## src/rtl/uc_dispara_tiro_pkg.sv

```systemverilog
// Shared definitions for the shot subsystem: FSM state codes and default geometry.
// Used by the fire control unit, the comparison unit and the shot memory.
package uc_dispara_tiro_pkg;

  localparam int N_TIROS_DEF = 4;
  localparam int ADDR_W_DEF  = 2;
  localparam int POS_W_DEF   = 8;

  typedef enum logic [4:0] {
    E_INICIO     = 5'd0,
    E_ESPERA     = 5'd1,
    E_REGISTRA   = 5'd2,
    E_VERIFICA   = 5'd3,
    E_INCREMENTA = 5'd4,
    E_ESCREVE    = 5'd5,
    E_FIM        = 5'd6,
    E_COOLDOWN   = 5'd7,
    E_SEM_SLOT   = 5'd8,
    E_ERRO       = 5'd15
  } estado_t;

endpackage

```

## src/rtl/uc_dispara_tiro_contador.sv

```systemverilog
// Generic mod-M counter: zera clears, conta advances with wrap, rco flags the last value.
module contador_m #(
  parameter int M = 4,
  parameter int W = (M > 1) ? $clog2(M) : 1
) (
  input  logic         clock,
  input  logic         reset,
  input  logic         zera,
  input  logic         conta,
  output logic [W-1:0] q,
  output logic         rco
);

  logic [W-1:0] q_q;
  logic [W-1:0] q_d;

  // Next count: clear has priority over advance.
  always_comb begin
    q_d = q_q;
    if (zera) begin
      q_d = '0;
    end else if (conta) begin
      if (q_q == W'(M - 1)) begin
        q_d = '0;
      end else begin
        q_d = q_q + W'(1);
      end
    end else begin
      q_d = q_q;
    end
  end

  // Count register.
  always_ff @(posedge clock) begin
    if (reset) begin
      q_q <= '0;
    end else begin
      q_q <= q_d;
    end
  end

  assign q   = q_q;
  assign rco = (q_q == W'(M - 1));

endmodule

```

## src/rtl/uc_dispara_tiro.sv

```systemverilog
// Shot-firing control unit: scans the shot memory for the lowest free slot, writes
// the latched ship position/direction there, then holds off further shots for COOLDOWN cycles.
module uc_dispara_tiro
  import uc_dispara_tiro_pkg::*;
#(
  parameter int N_TIROS  = N_TIROS_DEF,
  parameter int ADDR_W   = ADDR_W_DEF,
  parameter int POS_W    = POS_W_DEF,
  parameter int COOLDOWN = 8
) (
  input  logic              clock,
  input  logic              reset,
  input  logic              dispara,
  input  logic [POS_W-1:0]  posicao_nave,
  input  logic [2:0]        direcao_nave,
  input  logic              tiro_renderizado,
  output logic [ADDR_W-1:0] endereco_tiro,
  output logic              escreve_tiro,
  output logic [POS_W-1:0]  dado_posicao,
  output logic [2:0]        dado_direcao,
  output logic              dado_renderizado,
  output logic              s_fim_disparo,
  output logic              s_sem_slot,
  output logic              ocupado,
  output logic [4:0]        db_estado
);

  localparam int CD_W = (COOLDOWN > 1) ? $clog2(COOLDOWN) : 1;

  estado_t            estado_q, estado_d;
  logic [POS_W-1:0]   pos_q, pos_d;
  logic [2:0]         dir_q, dir_d;
  logic               slot_zera, slot_conta, slot_rco;
  logic [ADDR_W-1:0]  slot_q;
  logic               cd_zera, cd_conta, cd_rco;
  logic [CD_W-1:0]    unused_cd_q;

  contador_m #(.M(N_TIROS), .W(ADDR_W)) u_slot (
    .clock (clock),
    .reset (reset),
    .zera  (slot_zera),
    .conta (slot_conta),
    .q     (slot_q),
    .rco   (slot_rco)
  );

  contador_m #(.M(COOLDOWN), .W(CD_W)) u_cooldown (
    .clock (clock),
    .reset (reset),
    .zera  (cd_zera),
    .conta (cd_conta),
    .q     (unused_cd_q),
    .rco   (cd_rco)
  );

  // Next-state logic and counter/latch controls.
  always_comb begin
    estado_d   = estado_q;
    pos_d      = pos_q;
    dir_d      = dir_q;
    slot_zera  = 1'b0;
    slot_conta = 1'b0;
    cd_zera    = 1'b0;
    cd_conta   = 1'b0;
    case (estado_q)
      E_INICIO: estado_d = E_ESPERA;
      E_ESPERA: begin
        if (dispara) begin
          estado_d = E_REGISTRA;
        end else begin
          estado_d = E_ESPERA;
        end
      end
      E_REGISTRA: begin
        pos_d     = posicao_nave;
        dir_d     = direcao_nave;
        slot_zera = 1'b1;
        estado_d  = E_VERIFICA;
      end
      E_VERIFICA: begin
        // A slot already passed is never revisited, even if it is cleared meanwhile.
        if (!tiro_renderizado) begin
          estado_d = E_ESCREVE;
        end else if (slot_rco) begin
          estado_d = E_SEM_SLOT;
        end else begin
          estado_d = E_INCREMENTA;
        end
      end
      E_INCREMENTA: begin
        slot_conta = 1'b1;
        estado_d   = E_VERIFICA;
      end
      E_ESCREVE: estado_d = E_FIM;
      E_FIM: begin
        cd_zera  = 1'b1;
        estado_d = E_COOLDOWN;
      end
      E_COOLDOWN: begin
        cd_conta = 1'b1;
        if (cd_rco) begin
          estado_d = E_ESPERA;
        end else begin
          estado_d = E_COOLDOWN;
        end
      end
      E_SEM_SLOT: estado_d = E_ESPERA;
      default:    estado_d = E_INICIO;
    endcase
  end

  // State and latched shot data.
  always_ff @(posedge clock) begin
    if (reset) begin
      estado_q <= E_INICIO;
      pos_q    <= '0;
      dir_q    <= 3'd0;
    end else begin
      estado_q <= estado_d;
      pos_q    <= pos_d;
      dir_q    <= dir_d;
    end
  end

  // Moore outputs; ocupado stays low in the reset state so every output is 0 out of reset.
  assign endereco_tiro    = slot_q;
  assign escreve_tiro     = (estado_q == E_ESCREVE);
  assign dado_renderizado = (estado_q == E_ESCREVE);
  assign dado_posicao     = pos_q;
  assign dado_direcao     = dir_q;
  assign s_fim_disparo    = (estado_q == E_FIM);
  assign s_sem_slot       = (estado_q == E_SEM_SLOT);
  assign ocupado          = (estado_q != E_ESPERA) && (estado_q != E_INICIO);
  assign db_estado        = estado_q;

endmodule

```

## config.mk

```make
export PLATFORM = sky130hd
export DESIGN_NAME = uc_dispara_tiro
export DESIGN_NICKNAME = d
export VERILOG_FILES = /design/src/rtl/uc_dispara_tiro_pkg.sv /design/src/rtl/uc_dispara_tiro_contador.sv /design/src/rtl/uc_dispara_tiro.sv
export SDC_FILE = /design/constraint.sdc
export NUM_CORES = 1
export LEC_CHECK = 0
export ABC_CLOCK_PERIOD_IN_PS = 4720
export CAP_MARGIN = 20
export CORE_MARGIN = 5
export CORE_UTILIZATION = 45
export CTS_CLUSTER_SIZE = 12
export DETAILED_ROUTE_END_ITERATION = 10
export PLACE_DENSITY = 0.82
export SYNTH_ARGS = -nofsm -noshare
export SYNTH_HDL_FRONTEND = slang
export SYNTH_SLANG_ARGS = --single-unit
```

## constraint.sdc

```tcl
create_clock -name clock -period 4.72 [get_ports clock]
set_clock_uncertainty 0.2 [all_clocks]
set_input_delay 0.472 -clock clock [delete_from_list [all_inputs] [get_ports clock]]
set_output_delay 0.472 -clock clock [all_outputs]
set_load 0.02 [all_outputs]
```

; Yosys cells after proc, flatten, opt, wreduce, memory -nomap -nowiden
; Cells that the tools add are included.
[totals]
reg_bits = 21
latchBits = 0
mem_bits_rw = 0
rom_bits = 0
in_bits = 15
output_inout_bits = 23
mem_count = 0
[op_classes]
addsub = 2
multipliers = 0
n_div = 0
order_cmp = 0
n_eq_ne = 11
shifts = 0
mux = 11
bitwise = 0
reduce_logical = 7
[ops]
columns = operator, n
row1 = case mux 4 bit (7 select lines), 1
row2 = == test 5 x 3 -> 1 bit (second input constant), 4
row3 = == test 5 x 2 -> 1 bit (second input constant), 2
row4 = two-way mux 4 bit, 2
row5 = OR reduction 2 bit, 4
row6 = two-way mux 3 bit, 2
row7 = == test 5 x 1 -> 1 bit (second input constant), 1
row8 = == test 5 x 4 -> 1 bit (second input constant), 1
row9 = logical NOT 5 bit, 1
row10 = != test 5 x 1 -> 1 bit (second input constant), 1
row11 = nonzero test 5 bit, 1
row12 = two-way mux 1 bit, 4
row13 = two-way mux 2 bit, 2
row14 = adder 3 x 1 -> 3 bit (second input constant), 1
row15 = == test 3 bit (second input constant), 1
row16 = adder 2 x 1 -> 2 bit (second input constant), 1
row17 = == test 2 bit (second input constant), 1
row18 = logical AND 1 bit, 1

; Depth between registers and ports, before layout
[logic_depth]
word_depth = 4
depth_mapped = 5

; Modules after synthesis
; A second synthesis with hierarchy kept.
[unflattened]
cells_unflattened = 107
hier_area_um2 = 905.9
[by_module_without_submodules]
columns = mod, n_inst, cells_each, area_each_um2, seq_area_each_um2
row1 = uc_dispara_tiro, 1, 87, 668.1, 300.3
row2 = contador_m (u_cooldown), 1, 12, 142.6, 60.1
row3 = contador_m (u_slot), 1, 8, 95.1, 40.0

; Worst setup path after synthesis
; OpenSTA, ideal clock, no wires.
[synth_path]
kind = reg2out
startpoint = register estado_q[3], in the netlist db_estado[3]
endpoint = output port s_sem_slot
arrival_ns = 1.469
required_time_ns = 4.048
slack_ns = 2.579
stages_incl_launch_ff = 4
path_buffers = 1
cell_sequence = dfxtp_1 buf_4 inv_1 nor4_1
[synth_between]
elab_chain_len = 1
[synth_lines]
columns = element, line
row1 = from (decl), uc_dispara_tiro.sv:30  ; estado_t estado_q, estado_d;
row2 = from (signal assigned), uc_dispara_tiro.sv:119  ; estado_q <= estado_d;
row3 = == test 5 x 4 -> 1 bit, uc_dispara_tiro.sv:132  ; assign s_sem_slot = (estado_q == E_SEM_SLOT);
row4 = to (decl), uc_dispara_tiro.sv:23  ; output logic s_sem_slot,
; No other way between the ends.

; Worst setup path in the final report
[layout_path]
startpoint = register estado_q[0], in the netlist db_estado[0]
endpoint = output port dado_renderizado
[layout_between]
elab_chain_len = 1
[layout_lines]
columns = element, line
row1 = == test 5 x 3 -> 1 bit, uc_dispara_tiro.sv:128  ; assign dado_renderizado = (estado_q == E_ESCREVE);
row2 = to (decl), uc_dispara_tiro.sv:21  ; output logic dado_renderizado,
; No other way between the ends.

==> results.yml <==
status:
  status: "complete, no violations"
logic_synthesis:
  ys_warn_count: 0
  yosys.area.top_type_share_pct: 41.2
  synth_common_cells: "28 x nand2_1, 20 x dfxtp_1, 14 x a21oi_1, 4 x buf_4"
  syn-num-nets: 128
  synthArstFlopShare_pct: 0
  syn_inst: 110
  yosysUniqueCellTypes: 31
  synth-edff-count: 0
  ys_ff_latch: 20
  ys_seq_area_share_pct: 41.2
  postSynthAreaPerCell_um2: 8.83
  syn_area_um2: 971
  synthFlopType: "dfxtp_1"
  synth_most_common_cell: "nand2_1"
  synth_top_area_cell: "dfxtp_1"
  synth.area.top_cells: "dfxtp_1 41%, nand2_1 11%, a21oi_1 7.2%"
pwr:
  p_comb_share_pct: 17.7
  pwr-share-seq_pct: 47.3
  leakage_nw: 0.465
  switchingPower_mw: 0.0991
  internal-power_mw: 0.298
  pwr-share-clk_pct: 35.0
  power.total_mw: 0.397
  ir_drop_mv: 0.270
  powerDensity_mw_per_mm2: 294
  switching_share_pct: 24.9
sta:
  fmax_mhz: 354
  max_slew_margin_pct: 47.8
  rsz0062_at_grt: "no"
  setup_violations: 0
  worst_slew_pin_slew_ns: 0.780
  setup_tns_ns: 0
  period_share_pct: 59.9
  whs_ns: 0.264
  final-max-slew-violation-count: 0
  finalHoldViolCount: 0
  period_minus_slack_ns: 2.82
cells_and_area:
  drive_gt1_share_pct: 7.86
  n_antenna_cell: 0
  stdcell_area_mm2: 0.00135
  fin_nets: 159
  synthToLayoutAreaGrowth_pct: 39.4
  stdcell_count: 167
clock_tree:
  postCtsSetupBuffers: 0
  clkTransAtPathRegs_ns: 0.11
  clockBufferDepth: 2
  clkSinkCount: 20
  hold_buffers: 0
  htreeDepth: 1
  ctsResizeCount: 0
  cts_tree: "built"
  cts_root_buf: "clkbuf_4"
  cts_buffers: 3
  clock_latency_ns: 0.30
grt:
  track_usage_pct: 13.9
  grt_util_met1_pct: 17.0
  antenna_found_initial: 0
  grt_max_degree: 21
  grt_pass1_wl_um: 3570
  grt_busiest_layer: "met2"
  use_met3_pct: 1.15
  grtUsageMet2_pct: 23.6
  overflow: 0
  grt_pass1_vias: 798
setup_path:
  crit_type: "reg2out"
  worstReg2RegStart: "db_estado[1]"
  required_ns: 4.05
  worstPathMaxFanout: 17
  crit_arrival_ns: 2.15
  startpoint_type: "register"
  worstSetupEndpointType: "output pin"
  startpoint: "db_estado[0]"
drt:
  drc: 0
  vias: 870
  drt-vias-per-instance: 5.21
  wl_um: 2240
  wire_per_inst_um: 13.4
  drt-initial-drc-count: 15
  dr.pass1.iters: 4
  antenna_left: 0
placed_design:
  placed_cell_area_mm2: 0.00130
  dp.cells: 163
  gp_congestion: 0.774
  dp_hpwl_um: 1650
  port_buffers: 36
job:
  drv_cap: 0
floorplan:
  num_io_pins: 38
  dieArea_mm2: 0.00319
  core_mm2: 0.00200
  fp-row-count: 16
  start_util_pct: 48.5
  die_y_um: 56.5
  fp.dieW_um: 56.5
worst_hold_path:
  hp-start: "dado_direcao[1]"
  min_path_type: "reg2reg"
flip-flops by register name, indices dropped and copies added (netlist names):
| name | flops |
|---|---|
| dado_posicao | 8 |
| dado_direcao | 3 |
| db_estado | 4 |
| u_slot.q | 2 |
| u_cooldown.q | 3 |
kinds of logic (layout without fill, tap and decap cells):
logic type / count (synthesis) / after routing / share of synthesized area (%)
mux: 2 / 2 / 2.06
other cells: 1 / 1 / 0.386
fa+ha+maj: 3 / 3 / 3.87
buf+inv: 12 / 42 / 7.35
flops: 20 / 20 / 41.2
simple gates: 52 / 52 / 31.4
compound gates: 20 / 20 / 13.7
area by class of cell:
cell class | count | area (µm²)
fill | 183 | 648
inverter | 2 | 7.51
clock buffer | 3 | 22.5
sequential | 20 | 400
timing repair buffer | 36 | 360
tap | 27 | 33.8
multi-input combinational | 78 | 499
clock inverter | 1 | 30.0
critical path: stages (launching register included):
cell             delay (ns)
dfxtp_1                0.73
nor2b_1                0.30
and3_1                 0.21
clkdlybuf4s50_1        0.61
layout by cell type (no fill, tap or decap), types with 2 or more instances in the layout:
| master | synthesis | final |
|---|---|---|
| clkdlybuf4s50_1 | 0 | 36 |
| mux2i_1 | 2 | 2 |
| nor3_2 | 2 | 2 |
| a221oi_2 | 2 | 2 |
| nor2b_1 | 2 | 2 |
| clkbuf_4 | 0 | 3 |
| nand2_1 | 28 | 28 |
| a21oi_1 | 14 | 14 |
| nor2_1 | 3 | 3 |
| dfxtp_1 | 20 | 20 |
| inv_1 | 2 | 2 |
| nor3_1 | 2 | 2 |
| or4b_1 | 2 | 2 |
| nor4b_4 | 2 | 2 |
| ha_1 | 3 | 3 |
| nand3_1 | 3 | 3 |
power groups by stage:
stage / Clock (mW) / Combinational [mW] / Sequential [mW]
after floorplan: 0 / 0.0380 / 0.194
after global placement: 0 / 0.0695 / 0.191
after detailed placement: 0 / 0.0706 / 0.192
after CTS: 0.143 / 0.0709 / 0.188
after global routing: 0.149 / 0.0755 / 0.189
final: 0.139 / 0.0702 / 0.188
metal layers:
metal	vias up	routed length, µm
met5	-	0
met4	0	35
met3	2	97
met2	21	1080
met1	409	1020
li1	438	-
final timing paths:
check        cells after the start                to  slack (ns)
min                              2   dado_direcao[1]        0.26
min reg2reg                      2   dado_direcao[1]        0.26
max                              3  dado_renderizado        1.90
max reg2reg                      3   dado_direcao[0]        2.76
per-stage QoR:
stage | util [%] | setup WS [ns]
floorplan | - | 2.58
global placement | 65.0 | 2.33
detailed placement | 65.0 | 2.22
CTS | 67.6 | 1.88
global route | 67.6 | 1.81
finish | 67.6 | 1.90
Power figures use the tool's default switching activity.
